$ cat config.mk
export PLATFORM = sky130hd
export DESIGN_NAME = mult_arbiter
export DESIGN_NICKNAME = d
export VERILOG_FILES = /design/src/rtl/mult_arbiter.sv
export SDC_FILE = /design/constraint.sdc
export NUM_CORES = 1
export LEC_CHECK = 0
export CAP_MARGIN = 10
export CORE_MARGIN = 2
export CORE_UTILIZATION = 48
export CTS_BUF_LIST = sky130_fd_sc_hd__clkbuf_4 sky130_fd_sc_hd__clkbuf_8
export DETAILED_ROUTE_END_ITERATION = 8
export PLACE_DENSITY = 0.86
export SETUP_SLACK_MARGIN = 0.3
export SLEW_MARGIN = 25
export SYNTH_ARGS = -nofsm -noshare
export SYNTH_HDL_FRONTEND = slang
export SYNTH_SLANG_ARGS = --single-unit
$ cat constraint.sdc
create_clock -name clk -period 3.7 [get_ports clk]
set_input_delay 0.74 -clock clk [delete_from_list [all_inputs] [get_ports clk]]
set_output_delay 0.74 -clock clk [all_outputs]
set_load 0.01 [all_outputs]
$ cat src/rtl/mult_arbiter.sv
// mult_arbiter: round-robin scheduler sharing one 5x5 signed Baugh-Wooley
// multiplier among four valid/ready requesters, with one response handshake.
// Build option: define MULT_ARB_BYPASS_EN to drop the EXEC stage and the
// operand registers (multiplier fed straight from the winning request).

// 5x5 signed multiplier, 10-bit two's-complement product (combinational)
module mult (
    input  logic [4:0] i_d1,
    input  logic [4:0] i_d2,
    output logic [9:0] o_p
);
    logic [9:0] w_acc;
    logic       w_pp;

    // Baugh-Wooley: plain partial products, complemented sign-row/column
    // terms, and the 2^5 + 2^9 correction constant (modulo 2^10)
    always_comb begin
        w_pp  = 1'b0;
        w_acc = 10'h220;
        for (int i = 0; i < 4; i++) begin
            for (int j = 0; j < 4; j++) begin
                w_pp  = i_d1[i] & i_d2[j];
                w_acc = w_acc + ({9'd0, w_pp} << (i + j));
            end
        end
        w_pp  = i_d1[4] & i_d2[4];
        w_acc = w_acc + ({9'd0, w_pp} << 8);
        for (int j = 0; j < 4; j++) begin
            w_pp  = ~(i_d1[4] & i_d2[j]);
            w_acc = w_acc + ({9'd0, w_pp} << (4 + j));
        end
        for (int i = 0; i < 4; i++) begin
            w_pp  = ~(i_d1[i] & i_d2[4]);
            w_acc = w_acc + ({9'd0, w_pp} << (4 + i));
        end
        o_p = w_acc;
    end
endmodule

module mult_arbiter (
    input  logic        clk,
    input  logic        rst,
    input  logic [3:0]  req_valid,
    output logic [3:0]  req_ready,
    input  logic [19:0] req_a,
    input  logic [19:0] req_b,
    output logic        rsp_valid,
    input  logic        rsp_ready,
    output logic [9:0]  rsp_data,
    output logic [1:0]  rsp_id,
    output logic        busy
);
    localparam int NREQ = 4;
    localparam int W    = 5;

    typedef enum logic [1:0] {S_IDLE = 2'd0, S_EXEC = 2'd1, S_RESP = 2'd2} state_t;

    state_t       r_state, w_next;
    logic [1:0]   r_last, r_id;
    logic [1:0]   w_winner, w_idx;
    logic         w_found, w_grant;
    logic [W-1:0] w_sel_a, w_sel_b, w_m_a, w_m_b;
    logic [9:0]   w_prod, r_res;
`ifndef MULT_ARB_BYPASS_EN
    logic [W-1:0] r_op_a, r_op_b;
`endif

    // Rotating-priority search: first valid requester after the last grant
    always_comb begin
        w_found  = 1'b0;
        w_winner = 2'd0;
        w_idx    = 2'd0;
        for (int k = 1; k <= NREQ; k++) begin
            w_idx = r_last + 2'(k);
            if (!w_found && req_valid[w_idx]) begin
                w_winner = w_idx;
                w_found  = 1'b1;
            end
        end
    end

    assign w_grant = (r_state == S_IDLE) && w_found;
    assign w_sel_a = req_a[w_winner*W +: W];
    assign w_sel_b = req_b[w_winner*W +: W];

`ifdef MULT_ARB_BYPASS_EN
    assign w_m_a = w_sel_a;
    assign w_m_b = w_sel_b;
`else
    assign w_m_a = r_op_a;
    assign w_m_b = r_op_b;
`endif

    mult u_mult (
        .i_d1 (w_m_a),
        .i_d2 (w_m_b),
        .o_p  (w_prod)
    );

    // State register
    always_ff @(posedge clk or posedge rst) begin
        if (rst) r_state <= S_IDLE;
        else     r_state <= w_next;
    end

    // Next-state: grant leaves IDLE, response handshake returns to it
    always_comb begin
        w_next = r_state;
        case (r_state)
            S_IDLE: begin
`ifdef MULT_ARB_BYPASS_EN
                if (w_found) w_next = S_RESP;
`else
                if (w_found) w_next = S_EXEC;
`endif
            end
`ifndef MULT_ARB_BYPASS_EN
            S_EXEC: w_next = S_RESP;
`endif
            S_RESP: if (rsp_ready) w_next = S_IDLE;
            default: w_next = S_IDLE;
        endcase
    end

    // Outputs: ready only to the IDLE winner, response valid only in RESP
    always_comb begin
        req_ready = w_grant ? (4'b0001 << w_winner) : 4'b0000;
        rsp_valid = (r_state == S_RESP);
        busy      = (r_state != S_IDLE);
    end

    // Datapath: capture winner/operands on grant, product into res_q
    always_ff @(posedge clk or posedge rst) begin
        if (rst) begin
            r_last <= 2'd3;
            r_id   <= 2'd0;
            r_res  <= 10'd0;
`ifndef MULT_ARB_BYPASS_EN
            r_op_a <= '0;
            r_op_b <= '0;
`endif
        end else begin
            if (w_grant) begin
                r_last <= w_winner;
                r_id   <= w_winner;
`ifdef MULT_ARB_BYPASS_EN
                r_res  <= w_prod;
`else
                r_op_a <= w_sel_a;
                r_op_b <= w_sel_b;
`endif
            end
`ifndef MULT_ARB_BYPASS_EN
            if (r_state == S_EXEC) r_res <= w_prod;
`endif
        end
    end

    assign rsp_data = r_res;
    assign rsp_id   = r_id;
endmodule

==> results of run 1 <==
[per-layer routing]
metal | vias up | global-route usage | part of all wire | wire length [um]
met5 | - | 0 | 0 | 0
met4 | 0 | 0.0697 | 0.020 | 78
met3 | 9 | 0.0349 | 0.068 | 273
met2 | 65 | 0.321 | 0.51 | 2020
met1 | 761 | 0.209 | 0.41 | 1620
li1 | 776 | - | - | -
[logic make-up after synthesis]
family | count (synthesis)
buffers and inverters | 29
muxes | 26
DFF | 26
and+or+nand+nor | 58
adders and majority gates | 25
xor gates and xnor gates | 3
AOI/OAI and AO/OA | 21
[registers in the layout, indices dropped and copies added, names as in the netlist]
register / count
r_op_a: 5
r_op_b: 5
rsp_id: 2
r_state: 2
r_last: 2
rsp_data: 10
[layout by cell type (no fill, tap or decap), types with 6 or more instances in the layout]
cell              n
and2_1            9
buf_4             8
clkdlybuf4s50_1  63
dfrtp_1          19
fa_1             10
ha_1             14
inv_1            22
mux2_2            9
nand2_1          31
nor2_1            6
o21ai_0           7
[cell type report]
| class | instances | area (sq um) | area share |
|---|---|---|---|
| Clock buffer | 4 | 48.8 | 0.0172 |
| Inverter | 23 | 86.3 | 0.0303 |
| Multi-Input combinational cell | 133 | 1280 | 0.452 |
| Sequential cell | 26 | 659 | 0.232 |
| Tap cell | 50 | 62.6 | 0.0220 |
| Timing Repair Buffer | 72 | 703 | 0.247 |
[power groups by stage]
stage	Sequential, uW	Combinational (uW)	Clock [uW]
3_3_place_gp	594	2340	0
2_1_floorplan	583	1870	0
5_1_grt	626	2930	184
3_5_place_dp	600	2460	0
6_report	596	2540	171
4_1_cts	591	2510	176
[repair_timing]
action | 4_1_cts | 5_1_grt
pin swaps | 2 | 1
setup buffers | 3 | 3
setup endpoints to repair | 2 | 6
hold buffers | 0 | 0
gates resized for setup | 0 | 10
hold endpoints to repair | 0 | 0
[metrics by stage]
stage                     setup WS (ns)  hold slack (ns)  utilization  total power (uW)
after floorplan                   0.484            0.498            -              2450
after global placement            0.259            0.460        0.673              2930
after detailed placement          0.177            0.476        0.673              3060
after CTS                         0.311            0.496        0.690              3270
after global routing              0.226            0.529        0.701              3740
final                             0.363            0.489        0.701              3300
[critical path: stages]
cell and delay, ns:
clkdlybuf4s50_1 0.52, nor2b_1 0.22, o2bb2ai_1 0.17, o21bai_4 0.17, nand2_1 0.10, nor2_1 0.13
clkdlybuf4s50_1 0.55
[worst min-delay path by stage]
stage,slack (ns),from,end
final,0.49,rsp_data[0]$_DFFE_PP0N_,rsp_data[0]$_DFFE_PP0N_
after global routing,0.53,rsp_id[0]$_DFFE_PP0P_,rsp_id[0]$_DFFE_PP0P_
after CTS,0.50,rsp_data[0]$_DFFE_PP0N_,rsp_data[0]$_DFFE_PP0N_
after detailed placement,0.48,rsp_id[1]$_DFFE_PP0P_,rsp_id[1]$_DFFE_PP0P_
after global placement,0.46,rsp_data[6]$_DFFE_PP0N_,rsp_data[6]$_DFFE_PP0N_
after floorplan,0.50,r_last[0]$_DFFE_PP1P_,r_last[0]$_DFFE_PP1P_
==> metrics.md, run 1 <==
| Metric | Value |
|---|---|
| Status | `finished clean` |
| Fraction of the mapped netlist area in simple logic gates | `0.132` |
| Worst Path Class, Setup | `in2out` |
| Largest net degree at the start of global routing | `27` |
| CP Capture Type | `primary output` |
| XOR/XNOR share of the synthesized area | `0.0128` |
| Cts bufs inserted | `3` |
| Seq/Total Area, Yosys | `0.318` |
| Synth unique cells | `31` |
| Largest family of logic cells by synthesized area | `multiplexers` |
| Root buf cell | `clkbuf_8` |
| Fillcell total | `294` |
| Worst VDD drop | `0.000508 V` |
| Mapped Area | `2050 sq um` |
| Fin crit period | `approximately 3.3 ns` |
| Path depth of the worst reg2reg path | `12` |
| Share of the synthesized area in the top cell type | `0.293` |
| Main area contributors after synthesis | `dfrtp_1 29%, fa_1 11%, ha_1 8.5%, mux4_1 6.4%, nand2_1 5.7%` |
| All-Layer GR Usage | `0.178` |
| Pwr dens | `1160 nW/um^2` |
| Number of flops mapped to enable cells by yosys | `0` |
| Fmax | `about 300 MHz` |
| # diodes | `0` |
| Compound-Gate Fraction of Synth Area | `0.0671` |
| Synth Flop Type | `dfrtp_1` |
| Core box area | `4060 sq um` |
| Clk pwr share | `0.052` |
| Routed vias | `1611` |
| WL final | `3990 um` |
| Pleak | `0.00131 uW` |
| TritonCTS clock tree | `done` |
| Sink Count | `26` |
| Slew @ Worst Pin | `approximately 0.89 ns` |
| CP endpoint | `req_ready[1]` |
| Setup Viol. Count Final | `0` |
| Crit path max fanout | `4` |
| Initial core utilization | `0.505` |
| Die area | `4810 sq um` |
| Final cell count without fillers | `308` |
| Final Cell Area | `2850 sq um` |
| Area Growth Syn to Fin | `38.7%` |
| RSZ-0062 raised after global routing | `yes` |
| # port buffers | `64` |
| Post-synthesis mux area share | `0.215` |
| Max H-tree Level | `1` |
| Clock slew at reported path FFs | `approximately 0.080 ns` |
| Syn nets | `260` |
| Asr flop ratio synth | `1.00` |
| Final count of pins violating max slew | `0` |
| Switch Pwr | `1430 uW` |
| Switching Fraction | `0.433` |
| Final hold viol count | `0` |
| Initial antenna violation count | `0` |
| RR Startpoint | `r_op_b[1]$_DFFE_PP0P_` |
| CTS max path bufs | `2` |
| Drt first pass iters | `4` |
| Via/cell ratio | `around 5.2` |
| Grt ovf | `0` |
| Worst relative slew slack | `0.400` |
| Die Wd | `69.4 um` |
| TNS Setup | `0 ns` |
| DP Cell Count | `298` |
| Die height | `69.4 um` |
| #FFs+latches synth | `26` |
| Ratio of cells with drive above 1 in the final layout | `0.171` |
| Logic gate share of total power | `0.768` |
| Placed Area | `~2700 sq um` |
| First-pass GRT wire length | `7000 um` |
| Reg2reg setup slack | `0.42 ns` |
| Post-synthesis cell count | `between 150 and 200` |
| Adder-cell share of the synthesized area | `0.193` |
| Worst hold-check path type | `reg2reg` |
| HPWL Detailed | `approximately 3200 um` |
| Count leader, synth | `nand2_1` |
| Critical path arrival | `2.60 ns` |
| Drt initial violations | `53` |
| Number of global-route vias before repair | `1657` |
| Area leader, netlist | `dfrtp_1` |
| Avg WL per Cell | `13.0 um` |
| DRC | `0` |
| Required time worst endpoint | `2.96 ns` |
| RePlAce Congestion | `0.842` |
| Final critical-path share of the clock period | `0.902` |
| Seq pwr share | `0.180` |
| Max Cap Viol | `0` |
| Antenna-violating nets left | `0` |
| Nets | `around 330` |
| CP startpoint kind | `primary input` |
| P_int | `around 1900 uW` |
| Hold depth | `2` |
| R2r endpoint | `rsp_data[8]$_DFFE_PP0N_` |
| Synth Warn # | `0` |
| Skew final | `approximately 0.0021 ns` |
| Row count | `23` |
| # IOs | `between 60 and 70` |
| Avg Cell Area, Syn | `10.9 sq um` |
| Worst Setup SP | `req_valid[1]` |
| Clk Latency, worst-skew pair | `0.27 ns` |
| Top cells by count, synth | `31 x nand2_1, 24 x dfrtp_1, 23 x inv_1, 14 x ha_1, 11 x fa_1` |
(Power assumes the default switching activity.)
==> run 2, diff against run 1 <==
--- a/config.mk
+++ b/config.mk
@@ -5,12 +5,13 @@
 export SDC_FILE = /design/constraint.sdc
 export NUM_CORES = 1
 export LEC_CHECK = 0
-export CAP_MARGIN = 10
+export CAP_MARGIN = 20
 export CORE_MARGIN = 2
-export CORE_UTILIZATION = 48
+export CORE_UTILIZATION = 57
 export CTS_BUF_LIST = sky130_fd_sc_hd__clkbuf_4 sky130_fd_sc_hd__clkbuf_8
 export DETAILED_ROUTE_END_ITERATION = 8
-export PLACE_DENSITY = 0.86
+export DONT_BUFFER_PORTS = 1
+export PLACE_DENSITY = 0.76
 export SETUP_SLACK_MARGIN = 0.3
 export SLEW_MARGIN = 25
 export SYNTH_ARGS = -nofsm -noshare
==> run 2 against run 1 <==
Fmax is 2.8% higher; via count decreased by 14%; global-route usage grew 3.2 points.
==> metrics.md, run 2 (same netlist as run 1, synthesis figures left out) <==
| Metric | Value |
|---|---|
| Die height | `64.0 um (-7.8%)` |
| Placed Area | `2080 sq um (-24%)` |
| Clk Latency, worst-skew pair | `0.33 ns (+0.06 ns)` |
| CP max stage cell | `fa_1` |
| Required time worst endpoint | `3.96 ns (+1.00 ns)` |
| CTS Hold Bufs | `0 (unchanged)` |
| Commonest cells after routing, fill and taps aside | `31 x nand2_1, 22 x inv_1, 19 x dfrtp_1, 13 x ha_1, 10 x fa_1` |
| Sink Count | `26 (unchanged)` |
| Skew final | `0.00179 ns (-0.000341 ns)` |
| Final cell count without fillers | `238 (-23%)` |
| WHS | `0.304 ns (-0.185 ns)` |
| Max H-tree Level | `1 (unchanged)` |
| Number of global-route vias before repair | `1466 (-12%)` |
| CP Capture Type | `register` |
| CP startpoint kind | `register` |
| Drt initial violations | `51 (-3.8%)` |
| TNS Setup | `0 ns (unchanged)` |
| Worst hold-check path type | `in2async` |
| Setup Viol. Count Final | `0 (unchanged)` |
| Fillcell total | `258 (-12%)` |
| Crit path max fanout | `6 (+2)` |
| Ratio of cells with drive above 1 in the final layout | `0.224 (+0.0534)` |
| Worst Path Class, Setup | `reg2reg` |
| Via/cell ratio | `5.83 (+11%)` |
| First-pass GRT wire length | `6670 um (-4.7%)` |
| RePlAce Congestion | `0.890 (+5.7%)` |
| Crit path top cell by count | `fa_1` |
| Final count of pins violating max slew | `0 (unchanged)` |
| Die area | `4090 sq um (-15%)` |
| Final Cell Area | `2170 sq um (-24%)` |
| Worst path cell trace | `and2_4, fa_1, fa_1, fa_1, ha_2, inv_1, fa_2, inv_1, a21o_1, a21oi_1, xor2_1, o21ai_0` |
| Final critical-path share of the clock period | `0.877 (-0.0246)` |
| Slew @ Worst Pin | `0.656 ns (-0.239 ns)` |
| Critical path arrival | `3.51 ns (+0.91 ns)` |
| TritonCTS clock tree | `done` |
| Core box area | `3390 sq um (-16%)` |
| Max reg flops | `10 (unchanged)` |
| # diodes | `0 (unchanged)` |
| Crit path max-delay family | `adder cells` |
| WL final | `3960 um (-0.83%)` |
| Max Cap Viol | `0 (unchanged)` |
| DRC | `0 (unchanged)` |
| Fmax | `308 MHz (+2.8%)` |
| Worst relative slew slack | `0.563 (+0.163)` |
| Initial core utilization | `0.605 (+0.0996)` |
| Initial antenna violation count | `0 (unchanged)` |
| Die Wd | `64.0 um (-7.8%)` |
| Grt ovf | `0 (unchanged)` |
| Drt first pass iters | `4 (unchanged)` |
| DP Cell Count | `229 (-23%)` |
| Largest net degree at the start of global routing | `27 (unchanged)` |
| Nets | `265 (-20%)` |
| RSZ-0062 raised after global routing | `yes` |
| Clock slew at reported path FFs | `0.14 ns (+0.06 ns)` |
| Routed vias | `1387 (-14%)` |
| All-Layer GR Usage | `0.211 (+0.0322)` |
| # port buffers | `0 (-100%)` |
| Crit path buffers/inverters | `2 (unchanged)` |
| Root buf cell | `clkbuf_4` |
| Row count | `21 (-8.7%)` |
| Status | `finished clean` |
| HPWL Detailed | `3120 um (-3.0%)` |
| # IOs | `65 (unchanged)` |
| Antenna-violating nets left | `0 (unchanged)` |
| Fin crit period | `3.25 ns (-0.0911 ns)` |
| Most common cell after layout, fill and taps aside | `nand2_1` |
| Area Growth Syn to Fin | `5.67%` |
| Avg WL per Cell | `16.6 um (+28%)` |
| Cts bufs inserted | `3 (unchanged)` |
| Crit-path max cell delay | `0.53 ns (-0.02 ns)` |
| CTS max path bufs | `2 (unchanged)` |
| Final hold viol count | `0 (unchanged)` |
-- run 2: area by class of cell --
type / count / area (sq um) / area share
flip-flops and latches: 26 / 659 / 0.304
well taps: 46 / 57.6 / 0.0266
multi-input cells: 133 / 1280 / 0.592
repair buffers: 6 / 45.0 / 0.0208
clock buffers: 4 / 36.3 / 0.0167
inverters: 23 / 86.3 / 0.0398
-- run 2: layer usage --
metal  up-vias  part of all wire  GRT usage
met1       674              0.38      0.243
met4         0             0.016     0.0815
met2        63              0.54      0.387
met3         5             0.064     0.0352
met5         -                 0          0
li1        645                 -          -
-- run 2: through the flow --
| stage | setup WS (ns) | util |
|---|---|---|
| after floorplan | 0.484 | - |
| final | 0.454 | 0.639 |
| after global placement | 0.423 | 0.612 |
| after global routing | 0.281 | 0.639 |
| after detailed placement | 0.319 | 0.612 |
| after CTS | 0.301 | 0.626 |
-- run 2: worst paths after layout --
path                                           end  slack, ns  cells past startpoint                   from
max                        rsp_data[8]$_DFFE_PP0N_       0.45                     12  r_op_b[1]$_DFFE_PP0P_
min                         r_state[0]$_DFFE_PP0P_       0.30                      1                    rst
max reg2reg                rsp_data[8]$_DFFE_PP0N_       0.45                     12  r_op_b[1]$_DFFE_PP0P_
min reg2reg                  r_last[1]$_DFFE_PP1P_       0.54                      2  r_last[1]$_DFFE_PP1P_
max in group asynchronous    r_op_b[0]$_DFFE_PP0P_       3.02                      1                    rst
min in group clk            r_state[1]$_DFFE_PP0P_       0.49                      1              rsp_ready
-- run 2: timing repair --
action | 4_1_cts | 5_1_grt
buffers inserted | 1 | 4
endpoints found under the setup margin | 1 | 3
gates resized for setup | 2 | 7
pin swaps | 0 | 4
Power of run 2 is left out: the tool's default activity adds up to more than one toggle a clock period on the data nets, which glitch-free logic cannot reach.
==> run 3, diff against run 2 <==
--- a/config.mk
+++ b/config.mk
@@ -11,7 +11,7 @@
 export CTS_BUF_LIST = sky130_fd_sc_hd__clkbuf_4 sky130_fd_sc_hd__clkbuf_8
 export DETAILED_ROUTE_END_ITERATION = 8
 export DONT_BUFFER_PORTS = 1
-export PLACE_DENSITY = 0.76
+export PLACE_DENSITY = 0.8
 export SETUP_SLACK_MARGIN = 0.3
 export SLEW_MARGIN = 25
 export SYNTH_ARGS = -nofsm -noshare
==> run 3 against run 2 <==
Die area unchanged; clock skew up 0.0029 ns; register-to-register slack worse by 0.05 ns; sequential cell count unchanged; first-iteration DRC count up 12%; worst setup slack worse by 0.045 ns; critical path depth unchanged; global-route usage down 0.90 points; sequential share of layout area down 0.17 points.
==> metrics.md, run 3 (same netlist as run 1, synthesis figures left out) <==
| Metric | Value |
|---|---|
| Global Route met2 Usage | `0.354 (-0.0326)` |
| TNS Setup | `0 ns (unchanged)` |
| Worst hold-check path type | `in2async` |
| # IOs | `65 (unchanged)` |
| CP startpoint kind | `register` |
| Status | `finished clean` |
| Largest net degree at the start of global routing | `27 (unchanged)` |
| Initial core utilization | `0.605 (unchanged)` |
| Area occupied by multi-input gates | `1290 sq um (+0.49%)` |
| Reg2reg setup slack | `0.41 ns (-0.05 ns)` |
| CP Capture Type | `register` |
| Number of global-route vias before repair | `1444 (-1.5%)` |
| Reg area | `657 sq um (-0.38%)` |
| Max reg flops | `10 (unchanged)` |
| Grt ovf | `0 (unchanged)` |
| CTS max path bufs | `2 (unchanged)` |
| Via/cell ratio | `5.74 (-1.4%)` |
| DRC | `0 (unchanged)` |
| CP endpoint | `rsp_data[8]$_DFFE_PP0N_` |
| Placed Area | `2080 sq um (unchanged)` |
| Layer with the highest usage | `met2` |
| RSZ-0062 raised after global routing | `no` |
| Final critical-path share of the clock period | `0.889 (+0.0123)` |
| # port buffers | `0 (unchanged)` |
| Fin crit period | `3.29 ns (+0.0455 ns)` |
| Final count of pins violating max slew | `0 (unchanged)` |
| Nets | `265 (unchanged)` |
| Most common cell after layout, fill and taps aside | `nand2_1` |
| Fillcell total | `262 (+1.6%)` |
| Final Cell Area | `2170 sq um (+0.17%)` |
| Die height | `64.0 um (unchanged)` |
| HPWL Detailed | `2870 um (-8.0%)` |
| Ratio of cells with drive above 1 in the final layout | `0.229 (+0.00521)` |
| RePlAce Congestion | `0.868 (-2.4%)` |
| CTS Hold Bufs | `0 (unchanged)` |
| Met3 Use GR | `0.0335 (-0.00176)` |
| Critical path arrival | `3.51 ns (about the same)` |
| Initial antenna violation count | `0 (unchanged)` |
| Drt initial violations | `57 (+12%)` |
| Cts bufs inserted | `3 (unchanged)` |
| Core box area | `3390 sq um (unchanged)` |
| Area Growth Syn to Fin | `5.86%` |
| Drt first pass iters | `4 (unchanged)` |
| Fmax | `304 MHz (-1.4%)` |
| Path depth of the worst reg2reg path | `12 (unchanged)` |
| Slew @ Worst Pin | `0.683 ns (+0.0270 ns)` |
| Avg WL per Cell | `15.6 um (-6.1%)` |
| Max H-tree Level | `1 (unchanged)` |
| Clock slew at reported path FFs | `0.13 ns (about the same)` |
| Commonest cells after routing, fill and taps aside | `31 x nand2_1, 21 x inv_1, 21 x dfrtp_1, 13 x ha_1` |
| Worst Path Class, Setup | `reg2reg` |
| Routed vias | `1367 (-1.4%)` |
| Max Cap Viol | `0 (unchanged)` |
| Sink Count | `26 (unchanged)` |
| Setup Viol. Count Final | `0 (unchanged)` |
| Clk Latency, worst-skew pair | `0.34 ns (about the same)` |
| Worst relative slew slack | `0.545 (-0.0180)` |
| Antenna-violating nets left | `0 (unchanged)` |
| Crit path max fanout | `3 (-3)` |
| Root buf cell | `clkbuf_4` |
| R2r endpoint | `rsp_data[8]$_DFFE_PP0N_` |
| Skew final | `0.00471 ns (+0.00292 ns)` |
| Final core utilization | `0.640 (+0.00111)` |
| Die area | `4090 sq um (unchanged)` |
| All-Layer GR Usage | `0.202 (-0.00901)` |
| RR Startpoint | `r_op_a[3]$_DFFE_PP0P_` |
| Die Wd | `64.0 um (unchanged)` |
| Final hold viol count | `0 (unchanged)` |
| Worst Setup SP | `r_op_a[3]$_DFFE_PP0P_` |
| First-pass GRT wire length | `6380 um (-4.2%)` |
| # diodes | `0 (unchanged)` |
| Global routing usage on met1 | `0.238 (-0.00536)` |
| Row count | `21 (unchanged)` |
| WL final | `3720 um (-6.1%)` |
| Required time worst endpoint | `3.91 ns (-0.05 ns)` |
| TritonCTS clock tree | `done` |
==> run 3: cell types whose count changed in the layout (fill, tap and decap cells not counted) <==
cell,before,now
o21ai_0,7,6
fa_1,10,9
fa_2,1,2
a21oi_2,1,2
dfrtp_1,19,21
a21oi_1,5,4
inv_2,1,2
o21ai_1,0,1
inv_1,22,21
dfrtp_2,5,3
==> run 3: worst max-delay path, stage by stage, from the launching register on <==
cell,delay (ns)
dfrtp_1,0.43
and2_4,0.18
fa_1,0.49
fa_1,0.52
fa_1,0.53
ha_2,0.19
inv_2,0.04
fa_2,0.35
inv_1,0.06
a21o_1,0.13
a21oi_2,0.06
xor2_1,0.12
o21ai_1,0.07
==> run 3: area by class of cell <==
| cell class | count | share of cell area |
|---|---|---|
| Multi-Input combinational cell | 133 | 0.594 |
| Sequential cell | 26 | 0.303 |
| Inverter | 23 | 0.0398 |
| Tap cell | 46 | 0.0265 |
| Timing Repair Buffer | 6 | 0.0207 |
| Clock buffer | 4 | 0.0167 |
==> run 3: worst min-delay path by stage <==
stage | start | end | slack, ns
2_1_floorplan | r_last[0]$_DFFE_PP1P_ | r_last[0]$_DFFE_PP1P_ | 0.50
3_3_place_gp | r_last[1]$_DFFE_PP1P_ | r_last[1]$_DFFE_PP1P_ | 0.49
3_5_place_dp | r_last[1]$_DFFE_PP1P_ | r_last[1]$_DFFE_PP1P_ | 0.52
4_1_cts | rsp_ready | r_state[1]$_DFFE_PP0P_ | 0.50
5_1_grt | rst | r_state[0]$_DFFE_PP0P_ | 0.33
6_report | rst | r_state[1]$_DFFE_PP0P_ | 0.30
==> run 3: stage by stage <==
stage	setup slack (ns)	cells	hold WS (ns)
6_report	0.409	238	0.302
5_1_grt	0.288	238	0.333
4_1_cts	0.307	237	0.499
3_5_place_dp	0.311	229	0.518
3_3_place_gp	0.422	229	0.494
2_1_floorplan	0.484	188	0.498
==> run 3: metal layers <==
metal / vias up / share of wire
li1: 645 / -
met5: - / 0
met3: 7 / 0.052
met2: 52 / 0.54
met1: 663 / 0.38
met4: 0 / 0.023
==> run 3: what timing repair did <==
item,CTS,global route
resized for setup,0,11
endpoints found under the setup margin,1,3
buffers inserted,4,1
pin swaps,0,4
Power of run 3 is left out for the same reason.
